==> src/rtl/fpu_pkg.sv <==
// Shared FP32 definitions for the sequential FPU units: field widths, bias,
// canonical NaN, exception flag layout and the divider state encoding.
package fpu_pkg;
   localparam int          FP32_EXP_W     = 8;
   localparam int          FP32_MAN_W     = 23;
   localparam int          FP32_BIAS      = 127;
   localparam logic [31:0] FP32_CANON_NAN = 32'h7fc00000;

   typedef struct packed {
      logic nv;
      logic dz;
      logic of;
      logic uf;
      logic nx;
   } fflags_t;

   typedef enum logic [2:0] {
      IDLE,
      UNPACK,
      DIVIDE,
      NORM,
      ROUND,
      DONE
   } fdiv_state_e;
endpackage

==> src/rtl/fp_div_seq_if.sv <==
// Issue/result handshake between the FPU issue logic (master) and a
// sequential FP32 unit (slave).
//   in_valid/in_ready/a/b : operand pair handshake
//   kill                  : pipeline flush of the in-flight operation
//   out_valid/out_ack     : result handshake, result held until acknowledged
//   res/fflags            : quotient and {NV,DZ,OF,UF,NX}
interface fp_div_seq_if;
   import fpu_pkg::*;

   logic        in_valid;
   logic        in_ready;
   logic [31:0] a;
   logic [31:0] b;
   logic        kill;
   logic        out_valid;
   logic        out_ack;
   logic [31:0] res;
   fflags_t     fflags;

   modport master (
      output in_valid, a, b, kill, out_ack,
      input  in_ready, out_valid, res, fflags
   );

   modport slave (
      input  in_valid, a, b, kill, out_ack,
      output in_ready, out_valid, res, fflags
   );
endinterface

==> src/rtl/fp32_unpack.sv <==
// Combinational FP32 field splitter with flush-to-zero of denormals.
//   i_op      : fp32 operand
//   o_sign    : sign bit
//   o_exp     : biased exponent
//   o_mant    : 24-bit mantissa with hidden bit (0 when exponent is 0)
//   o_is_zero : exponent 0 (zero or flushed denormal)
//   o_is_inf  : infinity
//   o_is_nan  : any NaN
//   o_is_snan : signalling NaN (quiet bit clear)
module fp32_unpack
   import fpu_pkg::*;
(
   input  logic [31:0]           i_op,
   output logic                  o_sign,
   output logic [FP32_EXP_W-1:0] o_exp,
   output logic [FP32_MAN_W:0]   o_mant,
   output logic                  o_is_zero,
   output logic                  o_is_inf,
   output logic                  o_is_nan,
   output logic                  o_is_snan
);
   logic [FP32_MAN_W-1:0] w_frac;
   logic                  w_exp_max;

   assign o_sign    = i_op[31];
   assign o_exp     = i_op[30:23];
   assign w_frac    = i_op[22:0];
   assign w_exp_max = &o_exp;
   assign o_is_zero = (o_exp == '0);
   assign o_mant    = o_is_zero ? '0 : {1'b1, w_frac};
   assign o_is_inf  = w_exp_max & (w_frac == '0);
   assign o_is_nan  = w_exp_max & (w_frac != '0);
   assign o_is_snan = o_is_nan & ~w_frac[FP32_MAN_W-1];
endmodule

==> src/rtl/fp_div_seq.sv <==
// Multi-cycle FP32 divider (restoring, one quotient bit per cycle, RNE,
// denormals flushed to zero). Result is held until the issuer acknowledges.
//   g_clk, g_rst : clock, asynchronous active-high reset
//   bus          : slave side of fp_div_seq_if (operands in, result out)
//
// state  | meaning
// IDLE   | in_ready=1, waiting for an operand pair
// UNPACK | split operands, resolve special cases
// DIVIDE | one restoring quotient bit per cycle, QBITS cycles
// NORM   | shift left once if the quotient has no integer bit
// ROUND  | round-to-nearest-even, overflow/underflow resolution
// DONE   | out_valid=1, result held until out_ack
module fp_div_seq
   import fpu_pkg::*;
#(
   parameter int          QBITS     = 26,
   parameter logic [31:0] CANON_NAN = FP32_CANON_NAN
) (
   input  logic          g_clk,
   input  logic          g_rst,
   fp_div_seq_if.slave   bus
);
   localparam int CNT_W = $clog2(QBITS);

   fdiv_state_e             r_state;
   fdiv_state_e             w_state_nxt;
   logic [31:0]             r_a;
   logic [31:0]             r_b;
   logic                    r_sign;
   logic signed [9:0]       r_exp;
   logic [24:0]             r_rem;
   logic [23:0]             r_mb;
   logic [QBITS-1:0]        r_q;
   logic [CNT_W-1:0]        r_cnt;
   logic [31:0]             r_res;
   fflags_t                 r_flags;

   logic                    w_accept;
   logic                    w_in_ready;
   logic                    w_out_valid;

   logic                    w_sa, w_sb;
   logic [FP32_EXP_W-1:0]   w_ea, w_eb;
   logic [FP32_MAN_W:0]     w_ma, w_mb;
   logic                    w_za, w_zb, w_ia, w_ib, w_na, w_nb, w_sna, w_snb;

   logic                    w_special;
   logic [31:0]             w_spec_res;
   fflags_t                 w_spec_flags;
   logic                    w_sign;

   logic                    w_ge;
   logic [24:0]             w_rem_sub;

   logic [23:0]             w_mant;
   logic                    w_guard;
   logic                    w_rs;
   logic                    w_inc;
   logic [24:0]             w_sum;
   logic signed [9:0]       w_exp_rnd;
   logic [22:0]             w_frac;
   logic [31:0]             w_rnd_res;
   fflags_t                 w_rnd_flags;

   fp32_unpack u_unpack_a (
      .i_op      (r_a),
      .o_sign    (w_sa),
      .o_exp     (w_ea),
      .o_mant    (w_ma),
      .o_is_zero (w_za),
      .o_is_inf  (w_ia),
      .o_is_nan  (w_na),
      .o_is_snan (w_sna)
   );

   fp32_unpack u_unpack_b (
      .i_op      (r_b),
      .o_sign    (w_sb),
      .o_exp     (w_eb),
      .o_mant    (w_mb),
      .o_is_zero (w_zb),
      .o_is_inf  (w_ib),
      .o_is_nan  (w_nb),
      .o_is_snan (w_snb)
   );

   assign w_accept = (r_state == IDLE) && bus.in_valid && !bus.kill;
   assign w_sign   = w_sa ^ w_sb;

   always_ff @(posedge g_clk or posedge g_rst) begin
      if (g_rst) r_state <= IDLE;
      else       r_state <= w_state_nxt;
   end

   always_comb begin
      w_state_nxt = r_state;
      case (r_state)
         IDLE:    if (w_accept) w_state_nxt = UNPACK;
         UNPACK:  w_state_nxt = w_special ? DONE : DIVIDE;
         DIVIDE:  if (r_cnt == CNT_W'(QBITS-1)) w_state_nxt = NORM;
         NORM:    w_state_nxt = ROUND;
         ROUND:   w_state_nxt = DONE;
         DONE:    if (bus.out_ack) w_state_nxt = IDLE;
         default: w_state_nxt = IDLE;
      endcase
      // kill beats out_ack; in IDLE it only blocks the accept (see w_accept)
      if (bus.kill && (r_state != IDLE)) w_state_nxt = IDLE;
   end

   always_comb begin
      w_in_ready  = (r_state == IDLE);
      w_out_valid = (r_state == DONE);
   end

   assign bus.in_ready  = w_in_ready;
   assign bus.out_valid = w_out_valid;
   assign bus.res       = r_res;
   assign bus.fflags    = r_flags;

   // Special-case priority: NaN-producing cases, then inf dividend (inf/0 is
   // plain inf without DZ), then finite/0, then zero results.
   always_comb begin
      w_special    = 1'b1;
      w_spec_res   = '0;
      w_spec_flags = '0;
      if (w_na || w_nb || (w_za && w_zb) || (w_ia && w_ib)) begin
         w_spec_res      = CANON_NAN;
         w_spec_flags.nv = w_sna | w_snb | (w_za & w_zb) | (w_ia & w_ib);
      end else if (w_ia) begin
         w_spec_res = {w_sign, 8'hff, 23'h0};
      end else if (w_zb) begin
         w_spec_res      = {w_sign, 8'hff, 23'h0};
         w_spec_flags.dz = 1'b1;
      end else if (w_za || w_ib) begin
         w_spec_res = {w_sign, 31'h0};
      end else begin
         w_special = 1'b0;
      end
   end

   // Remainder stays below 2*mb, so after a subtract it fits in 24 bits.
   assign w_ge      = (r_rem >= {1'b0, r_mb});
   assign w_rem_sub = r_rem - {1'b0, r_mb};

   // Quotient layout after NORM: 24 mantissa bits, guard, then round/extra
   // bits which only matter together with the remainder as sticky.
   assign w_mant    = r_q[QBITS-1 -: 24];
   assign w_guard   = r_q[QBITS-25];
   assign w_rs      = (|r_q[QBITS-26:0]) | (|r_rem);
   assign w_inc     = w_guard & (w_rs | w_mant[0]);
   assign w_sum     = {1'b0, w_mant} + {24'd0, w_inc};
   assign w_exp_rnd = r_exp + (w_sum[24] ? 10'sd1 : 10'sd0);
   assign w_frac    = w_sum[24] ? w_sum[23:1] : w_sum[22:0];

   always_comb begin
      w_rnd_flags = '0;
      if (w_exp_rnd >= 10'sd255) begin
         w_rnd_res      = {r_sign, 8'hff, 23'h0};
         w_rnd_flags.of = 1'b1;
         w_rnd_flags.nx = 1'b1;
      end else if (w_exp_rnd <= 10'sd0) begin
         w_rnd_res      = {r_sign, 31'h0};
         w_rnd_flags.uf = 1'b1;
         w_rnd_flags.nx = 1'b1;
      end else begin
         w_rnd_res      = {r_sign, w_exp_rnd[7:0], w_frac};
         w_rnd_flags.nx = w_guard | w_rs;
      end
   end

   always_ff @(posedge g_clk or posedge g_rst) begin
      if (g_rst) begin
         r_a     <= '0;
         r_b     <= '0;
         r_sign  <= 1'b0;
         r_exp   <= '0;
         r_rem   <= '0;
         r_mb    <= '0;
         r_q     <= '0;
         r_cnt   <= '0;
         r_res   <= '0;
         r_flags <= '0;
      end else begin
         case (r_state)
            IDLE: begin
               if (w_accept) begin
                  r_a <= bus.a;
                  r_b <= bus.b;
               end
            end
            UNPACK: begin
               r_sign <= w_sign;
               r_exp  <= $signed({2'b00, w_ea}) - $signed({2'b00, w_eb})
                         + $signed(10'(FP32_BIAS));
               r_rem  <= {1'b0, w_ma};
               r_mb   <= w_mb;
               r_q    <= '0;
               r_cnt  <= '0;
               if (w_special && !bus.kill) begin
                  r_res   <= w_spec_res;
                  r_flags <= w_spec_flags;
               end
            end
            DIVIDE: begin
               r_rem <= w_ge ? {w_rem_sub[23:0], 1'b0} : {r_rem[23:0], 1'b0};
               r_q   <= {r_q[QBITS-2:0], w_ge};
               r_cnt <= r_cnt + CNT_W'(1);
            end
            NORM: begin
               if (!r_q[QBITS-1]) begin
                  r_q   <= {r_q[QBITS-2:0], 1'b0};
                  r_exp <= r_exp - 10'sd1;
               end
            end
            ROUND: begin
               if (!bus.kill) begin
                  r_res   <= w_rnd_res;
                  r_flags <= w_rnd_flags;
               end
            end
            default: ;
         endcase
      end
   end
endmodule

==> src/flat_wrapper.sv <==
// flat-port wrapper written by rule: the top's interface ports become plain ports
module fp_div_seq_flat import fpu_pkg::*;
#(
   parameter int          QBITS     = 26,
   parameter logic [31:0] CANON_NAN = FP32_CANON_NAN
)
  (g_clk, g_rst, bus_in_valid, bus_a, bus_b, bus_kill, bus_out_ack, bus_in_ready, bus_out_valid, bus_res, bus_fflags);
  fp_div_seq_if bus_i ();
  input  logic g_clk;
  input  logic g_rst;
  input wire logic [$bits(bus_i.in_valid)-1:0] bus_in_valid;
  input wire logic [$bits(bus_i.a)-1:0] bus_a;
  input wire logic [$bits(bus_i.b)-1:0] bus_b;
  input wire logic [$bits(bus_i.kill)-1:0] bus_kill;
  input wire logic [$bits(bus_i.out_ack)-1:0] bus_out_ack;
  output wire logic [$bits(bus_i.in_ready)-1:0] bus_in_ready;
  output wire logic [$bits(bus_i.out_valid)-1:0] bus_out_valid;
  output wire logic [$bits(bus_i.res)-1:0] bus_res;
  output wire logic [$bits(bus_i.fflags)-1:0] bus_fflags;
  assign bus_i.in_valid = bus_in_valid;
  assign bus_i.a = bus_a;
  assign bus_i.b = bus_b;
  assign bus_i.kill = bus_kill;
  assign bus_i.out_ack = bus_out_ack;
  assign bus_in_ready = bus_i.in_ready;
  assign bus_out_valid = bus_i.out_valid;
  assign bus_res = bus_i.res;
  assign bus_fflags = bus_i.fflags;
  fp_div_seq #(.QBITS(QBITS), .CANON_NAN(CANON_NAN)) u_core (.g_clk(g_clk), .g_rst(g_rst), .bus(bus_i));
endmodule
==> config.mk <==
export PLATFORM = sky130hd
export DESIGN_NAME = fp_div_seq_flat
export DESIGN_NICKNAME = d
export VERILOG_FILES = /design/src/rtl/fpu_pkg.sv /design/src/rtl/fp_div_seq_if.sv /design/src/rtl/fp32_unpack.sv /design/src/rtl/fp_div_seq.sv /design/src/flat_wrapper.sv
export SDC_FILE = /design/constraint.sdc
export NUM_CORES = 1
export LEC_CHECK = 0
export ABC_AREA = 0
export CAP_MARGIN = 20
export CORE_MARGIN = 1
export CORE_UTILIZATION = 58
export DETAILED_ROUTE_END_ITERATION = 6
export GPL_ROUTABILITY_DRIVEN = 1
export PLACE_DENSITY = 0.89
export REMOVE_ABC_BUFFERS = 1
export SYNTH_ARGS = -nofsm -noshare
export SYNTH_HDL_FRONTEND = slang
export SYNTH_SLANG_ARGS = --single-unit
==> constraint.sdc <==
create_clock -name g_clk -period 7.55 [get_ports g_clk]
set_clock_uncertainty 0.1 [all_clocks]
set_input_delay 1.51 -clock g_clk [delete_from_list [all_inputs] [get_ports g_clk]]
set_output_delay 1.51 -clock g_clk [all_outputs]
set_load 0.005 [all_outputs]
# After elaboration in Yosys (flattened, before gate mapping)
# Index checks and enable logic that the tools add are counted.
dict set report word_totals {
  inputBits 69
  elab_cells 129
  output_inout_bits 39
  reg_bits 195
}
dict set report classes {
  addsub 7
  bitwise 18
  order_cmp 3
  muxes 42
  n_reduce_logical 31
  eq_ne 12
}
# cell n
set ops {}
lappend ops {{2-to-1 mux 32 bit} 6}
lappend ops {{case mux 26 bit (3 select lines)} 1}
lappend ops {{case mux 32 bit (2 select lines)} 1}
lappend ops {{2-to-1 mux 31 bit} 2}
lappend ops {{case mux 25 bit (2 select lines)} 1}
lappend ops {{2-to-1 mux 24 bit} 2}
lappend ops {{zero test 23 bit} 2}
lappend ops {{nonzero test 23 bit} 2}
lappend ops {{2-to-1 mux 26 bit} 1}
lappend ops {{adder 24 x 1 -> 25 bit} 1}
lappend ops {{greater-or-equal comparator 25 x 24 -> 1 bit} 1}
lappend ops {{2-to-1 mux 25 bit} 1}
lappend ops {{OR reduction 25 bit} 1}
lappend ops {{subtractor 24 bit} 1}
lappend ops {{2-to-1 mux 23 bit} 1}
lappend ops {{case mux 10 bit (2 select lines)} 1}
lappend ops {{case mux 5 bit (2 select lines)} 2}
lappend ops {{case mux 3 bit (6 select lines)} 1}
lappend ops {{zero test 8 bit} 2}
lappend ops {{AND reduction 8 bit} 2}
lappend ops {{2-to-1 mux 3 bit} 5}
lappend ops {{2-to-1 mux 1 bit} 14}
lappend ops {{adder 10 bit} 1}
lappend ops {{adder 10 x 8 -> 10 bit (second input constant)} 1}
lappend ops {{27 further kinds} 60}

# Logic depth before layout (Yosys ltp)
# Gate-level depths: netlist (run 1).
dict set report logic_depth {
  ltp_word 12
  ltp_mapped 20
  mapped_depth_nobuf 18
}

# Hierarchy
# Synthesis (run 1) repeated with hierarchy kept, for this count alone.
dict set report hier_totals {
  hier_cells 1240
  hier_area_um2 11513.5
}
# mod cells_per_inst instances area_each_um2 seq_area_each_um2
set modules_own_cells {}
lappend modules_own_cells {fp_div_seq 1134 1 10815.4 4879.7}
lappend modules_own_cells {fp32_unpack 53 2 349.1 0.0}

# Worst setup path after synthesis (run 1)
# OpenSTA, ideal clock, no wires.
dict set report synth_path {
  path_type {flip-flop to flip-flop}
  startpoint {register u_core.r_q[1]}
  endpoint {register u_core.r_flags (netlist bit u_core.bus.fflags[0])}
  n_path_buf 1
  required_time_ns 7.329
  slack_ns 3.256
  arrival_ns 4.073
  period_less_slack_ns 4.294
  stages_incl_launch_ff 20
  setup_ns 0.121
  cell_sequence {dfrtp_1 and2_1 ha_1 nand4_1 nor2_1 and4_1 and3_1 nand3_1 clkbuf_1 inv_1 ha_1 ha_1 nand3_1 nor3_1 nor3_1 a2111oi_2 o21ai_0 o21a_1 or4b_1 a22o_1}
}
dict set report synth_via {
  elab_chain_len 9
  word_cells_on_any_way 11
  cone_classes {2 x add/sub; 2 x order compare; 5 x mux; 2 x bitwise}
}
# element line_no
set synth_lines {}
lappend synth_lines {{start: declaration} fp_div_seq.sv:33} ;# logic [QBITS-1:0] r_q;
lappend synth_lines {{start signal: assignment} fp_div_seq.sv:206} ;# r_q <= {r_q[QBITS-2:0], w_ge};
lappend synth_lines {{start signal: assignment} fp_div_seq.sv:211} ;# r_q <= {r_q[QBITS-2:0], 1'b0};
lappend synth_lines {{AND 1 bit} fp_div_seq.sv:150} ;# assign w_inc = w_guard & (w_rs | w_mant[0]);
lappend synth_lines {{adder 24 x 1 -> 25 bit} fp_div_seq.sv:151} ;# assign w_sum = {1'b0, w_mant} + {24'd0, w_inc};
lappend synth_lines {{2-to-1 mux 1 bit} fp_div_seq.sv:152} ;# assign w_exp_rnd = r_exp + (w_sum[24] ? 10'sd1 : 10'sd0);
lappend synth_lines {{adder 10 bit} fp_div_seq.sv:152}
lappend synth_lines {{<= comparator 10 x 1 -> 1 bit} fp_div_seq.sv:161} ;# end else if (w_exp_rnd <= 10'sd0) begin
lappend synth_lines {{2-to-1 mux 1 bit} fp_div_seq.sv:161}
lappend synth_lines {{2-to-1 mux 1 bit *} fp_div_seq.sv:157} ;# if (w_exp_rnd >= 10'sd255) begin
lappend synth_lines {{2-to-1 mux 5 bit *} fp_div_seq.sv:216} ;# if (!bus.kill) begin
lappend synth_lines {{case mux 5 bit (2 select lines) *} fp_div_seq.sv:184} ;# case (r_state)
lappend synth_lines {{end signal: assignment} fp_div_seq.sv:201} ;# r_flags <= w_spec_flags;
lappend synth_lines {{end signal: assignment} fp_div_seq.sv:218} ;# r_flags <= w_rnd_flags;
lappend synth_lines {{end: declaration} fp_div_seq.sv:36} ;# fflags_t r_flags;
# Every way passes the cells marked *; elsewhere a longest branch is shown, timed or not. The select of a mux whose other input is x is not followed.
# A chain may end at the register's enable or synchronous reset.

# Worst setup path in the final report (run 1)
dict set report layout_path {
  startpoint {register u_core.r_q[1]}
  endpoint {register u_core.r_res[7], in the netlist u_core.bus.res[7]}
}
dict set report layout_via {
  elab_chain_len 9
  word_cells_on_any_way 11
  cone_classes {2 x add/sub; 2 x order compare; 6 x mux; 1 x bitwise}
}
# element line_no
set layout_lines {}
lappend layout_lines {{AND 1 bit *} fp_div_seq.sv:150}
lappend layout_lines {{adder 24 x 1 -> 25 bit *} fp_div_seq.sv:151}
lappend layout_lines {{2-to-1 mux 1 bit} fp_div_seq.sv:152}
lappend layout_lines {{adder 10 bit} fp_div_seq.sv:152}
lappend layout_lines {{<= comparator 10 x 1 -> 1 bit} fp_div_seq.sv:161}
lappend layout_lines {{2-to-1 mux 31 bit} fp_div_seq.sv:161}
lappend layout_lines {{2-to-1 mux 31 bit *} fp_div_seq.sv:157}
lappend layout_lines {{2-to-1 mux 32 bit *} fp_div_seq.sv:216}
lappend layout_lines {{case mux 32 bit (2 select lines) *} fp_div_seq.sv:184}
lappend layout_lines {{end signal: assignment} fp_div_seq.sv:200} ;# r_res <= w_spec_res;
lappend layout_lines {{end signal: assignment} fp_div_seq.sv:217} ;# r_res <= w_rnd_res;
lappend layout_lines {{end: declaration} fp_div_seq.sv:35} ;# logic [31:0] r_res;
# Marked as above.

==> results.yml, run 1 <==
status:
  status: "finished, final reports clean"
drt:
  first_pass_iters: 7
  vias: 9364
  viasPerCell: 6.42
  totalWireLength_mm: 26.6
  wl_per_cell_um: 18.2
  drt_iter0_drc: 690
  ant_nets: 0
  drc: 0
pwr:
  p_clk_frac: 0.153
  p_sw_frac: 0.429
  power_frac_comb: 0.525
  vdd_drop_max_mv: 0.255
  p_switching_uw: 2420
  power_leakage_uw: 0.00560
  cellPowerDensity_nw_per_um2: 437
  pwr-share-seq: 0.322
  internal_power_uw: 3230
cts:
  cts_setup_buffers: 0
  clock_path_buffers: 2
  cts_max_level: 4
  cts_tree: "yes"
  cts-root-buf: "clkbuf_16"
  ctsResizeCount: 0
  path_clk_slew_ns: 0.07
  holdBufCountCts: 0
  numCtsBuffers: 17
  clk_latency_ns: 0.44
  cts.sink_count: 195
synthesis:
  yosys-top-cells-count: "dfrtp_1, nand2_1, mux2_2"
  synth_ff_type: "dfrtp_1"
  synthTopCellsByArea: "dfrtp_1, mux2_2, ha_1"
  yosysUniqueCellTypes: 77
  syn_area_per_cell_um2: 9.75
  yosys.cell_count.top_type: "dfrtp_1"
  syn_area_um2: 11200
  synth_edf_count: 0
  synth_area_leader_cell: "dfrtp_1"
  ys_seq_area_frac: 0.437
  synth_top_area_frac: 0.437
  ys_async_sr_fraction: 1.00
  synth_cells: 1146
  yosys_warnings: 0
  synth_seq_cells: 195
floorplan:
  die_area_um2: 19800
  initial_core_util: 0.596
  num_rows: 50
  core_um2: 18800
  die_w_um: 141
  ios: 108
  die_h_um: 141
placed_design:
  dp_hpwl_mm: 18.4
  place_congestion: 0.879
  dp_cells: 1424
  portBuffers: 107
timing:
  hold_ws_ns: 0.389
  tightest_slew_ns: 1.00
  fin_setup_tns_ns: 0
  rsz0062_at_grt: "false"
  period_minus_slack_ns: 5.19
  max_freq_ghz: 0.193
  final_max_slew_viol_count: 0
  finalHoldViolations: 0
  timing.slew.headroom: 0.330
  setup_viol: 0
  fin_crit_sh: 0.687
cells_and_area:
  stdcell_count: 1459
  diodes: 0
  final_core_util: 0.689
  fin_nets: 1323
  syn2layout_area_growth_pct: 15.7
  layout-drive-gt1-share: 0.105
worst_hold_path:
  worstHoldPathCells: 2
  hp-class: "reg -> reg"
job:
  drv_cap: 0
worst_setup_path:
  cp-end-kind: "register"
  crit_top_cell: "ha_1"
  critical_path.slowest_cell: "a2111oi_2"
  reg2reg_depth: 19
  max_stage_delay_ns: 0.47
  critPathMaxFanout: 19
  critPathRequiredTime_ns: 7.82
  crit_path_cell_trace: "and2_1 > ha_1 > nand4_1 > nor2_1 > and4_1 > and3_1 > nand3_1 > inv_1 > ha_1 > ha_1 > nand3_1 > nor3_1 > nor3_1 > a2111oi_2 > o21ai_0 > o21a_1 > nor4_4 > buf_6 > a32o_1"
  arrival_ns: 5.46
  critPathKind: "reg -> reg"
  cp-start-kind: "register"
global_route:
  grt_pass1_wl_mm: 44.4
  grt-ovfl-total: 0
  grt_pass1_vias: 9034
  grt_max_degree: 117
  grt.total_usage: 0.281
  antenna_found_initial: 0
layer usage:
| layer | part of all wire | global-route usage |
|---|---|---|
| met1 | 0.42 | 0.357 |
| met2 | 0.50 | 0.469 |
| met3 | 0.057 | 0.0571 |
| met4 | 0.028 | 0.117 |
| met5 | 0 | 0 |
cells in the final DEF, fill, tap and decap left out, types with 22 or more instances in the layout:
cell and count:
clkdlybuf4s50_1 107, nor2_1 65, nand3_1 48, nor4_1 24
a21oi_1 53, xnor2_1 27, nor3_1 23, mux2_2 68
ha_1 40, dfrtp_1 195, a22o_1 39, o22ai_1 27
o21ai_0 38, nand2_1 100, nand4_1 22, xor2_1 25
inv_1 60
worst paths after layout:
path,slack (ns),startpoint,endpoint
max in group asynchronous,4.73,g_rst,u_core.bus.res[25]$_DFFE_PP0P_
setup / recovery,2.36,u_core.r_q[1]$_DFFE_PP0P_,u_core.bus.res[7]$_DFFE_PP0P_
min in group asynchronous,1.53,g_rst,u_core.r_b[22]$_DFFE_PP0P_
setup reg to reg,2.36,u_core.r_q[1]$_DFFE_PP0P_,u_core.bus.res[7]$_DFFE_PP0P_
hold / removal,0.39,u_core.bus.res[31]$_DFFE_PP0P_,u_core.bus.res[31]$_DFFE_PP0P_
hold reg to reg,0.39,u_core.bus.res[31]$_DFFE_PP0P_,u_core.bus.res[31]$_DFFE_PP0P_
power groups by stage:
stage	Combinational [uW]	Clock, uW	Sequential, uW
after floorplan	2270	0	1700
final	2960	863	1820
after global placement	2770	0	1800
after global routing	3280	919	1870
after detailed placement	2880	0	1820
after CTS	2930	873	1810
stage by stage:
| stage | cell area, um2 | setup slack (ns) | power [uW] |
|---|---|---|---|
| finish | 12900 | 2.36 | 5650 |
| detailed placement | 12300 | 2.05 | 4700 |
| global placement | 12300 | 2.32 | 4570 |
| floorplan | 10900 | 0.628 | 3970 |
| CTS | 12900 | 2.01 | 5610 |
| global route | 12900 | 1.90 | 6070 |
worst max-delay path: cells and delay by family (launching register included):
family,cells,cell delay [ns]
DFF,1,0.45
adders and majority gates,3,0.71
AOI/OAI and AO/OA,4,0.98
and+or+nand+nor,10,2.43
buffers and inverters,2,0.44
cells by family (layout without fill, tap and decap cells):
logic type / Yosys count / after routing / synth area share
fa+ha+maj: 42 / 42 / 0.0484
simple gates: 354 / 354 / 0.158
flops: 195 / 195 / 0.437
mux: 82 / 82 / 0.0819
buf+inv: 131 / 210 / 0.0475
xor+xnor: 52 / 52 / 0.0407
compound gates: 290 / 290 / 0.187
flip-flops by register name, indices dropped and copies added (netlist names):
signal,flops
u_core.bus.fflags,5
u_core.bus.res,32
u_core.r_a,32
u_core.r_b,32
u_core.r_cnt,5
u_core.r_exp,10
u_core.r_mb,24
u_core.r_q,26
u_core.r_rem,25
u_core.r_sign,1
u_core.r_state,3
cell type report:
| type | count | area, um2 |
|---|---|---|
| fillers | 1381 | 5830 |
| clock buffers | 21 | 460 |
| flip-flops and latches | 195 | 4880 |
| inverters | 61 | 236 |
| repair buffers | 117 | 1190 |
| multi-input cells | 820 | 5780 |
| well taps | 234 | 293 |
| clock inverters | 11 | 90.1 |
Note: power is estimated with default switching activity, not from simulation.
==> inputs of run 2 (changes only) <==
Settings changed: CORE_UTILIZATION 58 to 53, PLACE_DENSITY 0.89 to 0.86.
Clock period 7.55 ns to 4.6 ns, I/O delays scaled along.
==> run 2 against run 1 <==
Net effect: sequential share of layout area down 0.39 points; critical path depth is 1 lower; routed wire length about the same; largest power group unchanged.
==> results.yml, run 2 (synthesis gave the netlist of run 1 again) <==
status:
  status: "finished, final reports clean"
pwr:
  vdd_drop_max_mv: 0.389
  cellPowerDensity_nw_per_um2: 716
  power_leakage_uw: 0.00562
  power_uw: 9360
worst_setup_path:
  cp-start-kind: "register"
  timing.rr.end: "u_core.bus.fflags[0]$_DFFE_PP0P_"
  crit_top_cell: "ha_1"
  critPathKind: "reg -> reg"
  crit_path_cell_trace: "and2_1 > ha_1 > nand4_1 > nor2_2 > and4_1 > and3_1 > nand3_1 > inv_1 > ha_1 > ha_2 > nor3_1 > a31oi_1 > nor3_2 > a2111oi_4 > o21ai_0 > o21a_1 > or4b_1 > a22o_1"
  reg2reg_depth: 18
  critPathTopFamily: "simple AND/OR/NAND/NOR gates"
  cp-end-kind: "register"
  arrival_ns: 4.58
  critPathMaxFanout: 6
  max_stage_delay_ns: 0.52
  r2r-start: "u_core.r_q[2]$_DFFE_PP0P_"
  path_buf_inv: 1
  critPathRequiredTime_ns: 4.83
  rrSetupSlack_ns: 0.24
  critical_path.slowest_cell: "or4b_1"
global_route:
  antenna_found_initial: 0
  grt.total_usage: 0.256
  grt_max_degree: 121
  grt_pass1_vias: 9126
  grt_pass1_wl_mm: 44.8
  grt-ovfl-total: 0
placed_design:
  place_congestion: 0.900
  place_area_um2: 12400
  dp_cells: 1466
  portBuffers: 107
  dp_hpwl_mm: 18.4
cts:
  path_clk_slew_ns: 0.08
  cts-root-buf: "clkbuf_16"
  numCtsBuffers: 17
  cts_tree: "yes"
  clock_path_buffers: 2
  cts_max_level: 4
  cts.sink_count: 195
  clk_latency_ns: 0.44
cells_and_area:
  layout-drive-gt1-share: 0.115
  most-common-layout-cells: "dfrtp_1, clkdlybuf4s50_1, nand2_1"
  layout_commonest_cell: "dfrtp_1"
  diodes: 0
  syn2layout_area_growth_pct: 17.0
  fin_nets: 1326
  stdcell_count: 1498
  design_area_um2: 13100
floorplan:
  core_um2: 20400
  die_h_um: 147
  initial_core_util: 0.547
  die_area_um2: 21700
  die_w_um: 147
  ios: 108
  num_rows: 52
timing:
  finalHoldViolations: 0
  hold_ws_ns: 0.388
  max_freq_ghz: 0.230
  period_minus_slack_ns: 4.36
  tightest_slew_ns: 0.964
  rsz0062_at_grt: "false"
  setup_viol: 0
  fin_crit_sh: 0.947
  fin_setup_tns_ns: 0
  timing.slew.headroom: 0.355
  final_max_slew_viol_count: 0
drt:
  drt_iter0_drc: 728
  routed-wl-met2_mm: 13.3
  wl_per_cell_um: 17.8
  totalWireLength_mm: 26.6
  viasPerCell: 6.18
  highest_layer: "met4"
  first_pass_iters: 5
  met3_length_mm: 1.39
  vias: 9263
  ant_nets: 0
  wl_met1_mm: 11.4
  drc: 0
worst_hold_path:
  hp-class: "reg -> reg"
  hp-start: "u_core.r_cnt[4]$_DFFE_PP0N_"
  holdPathEnd: "u_core.r_cnt[4]$_DFFE_PP0N_"
  worstHoldPathCells: 1
job:
  drv_cap: 0
==> run 2: changes by cell type in the layout (fill, tap and decap cells not counted), sizes merged <==
cell,delta
buf,+3
bufinv,+1
clkbuf,-4
clkinv,+2
clkinvlp,+3
inv,-2
==> run 2: worst max-delay path by stage <==
stage	start	end	cells after the start
floorplan	g_rst	u_core.bus.fflags[0]$_DFFE_PP0P_	1
global placement	u_core.r_q[1]$_DFFE_PP0P_	u_core.bus.fflags[0]$_DFFE_PP0P_	18
detailed placement	u_core.r_q[1]$_DFFE_PP0P_	u_core.bus.fflags[0]$_DFFE_PP0P_	18
CTS	u_core.r_q[1]$_DFFE_PP0P_	u_core.bus.fflags[0]$_DFFE_PP0P_	18
global route	u_core.r_q[2]$_DFFE_PP0P_	u_core.bus.fflags[0]$_DFFE_PP0P_	18
finish	u_core.r_q[2]$_DFFE_PP0P_	u_core.bus.fflags[0]$_DFFE_PP0P_	18
==> run 2: power breakdown <==
group | leakage (uW) | internal, uW | switching (uW)
Clock | 0.000279 | 774 | 728
Sequential | 0.00244 | 2350 | 649
Combinational | 0.00289 | 2220 | 2640
==> run 2: layout make-up <==
class | count | area (um2)
clock buffer | 17 | 425
clock inverter | 15 | 173
fill | 1622 | 7360
inverter | 61 | 236
multi-input combinational | 820 | 5830
sequential | 195 | 4880
tap | 270 | 338
timing repair buffer | 120 | 1190
==> run 2: repair_timing <==
item | 4_1_cts | 5_1_grt
hold endpoints to repair | 0 | 0
hold buffers | 0 | 0
gates resized for setup | 0 | 9
setup buffers | 0 | 0
setup endpoints to repair | 0 | 31
==> run 2: through the flow <==
stage	worst slack, ns	util
6_report	0.243	0.640
3_3_place_gp	0.364	0.609
4_1_cts	0.0273	0.638
3_5_place_dp	0.170	0.609
2_1_floorplan	-1.73	-
5_1_grt	0.00486	0.640
==> run 2: routing by layer <==
metal  track usage  vias to the layer above
met2         0.431                      309
li1              -                     4358
met5             0                        -
met1         0.336                     4552
met4        0.0835                        0
met3        0.0416                       44
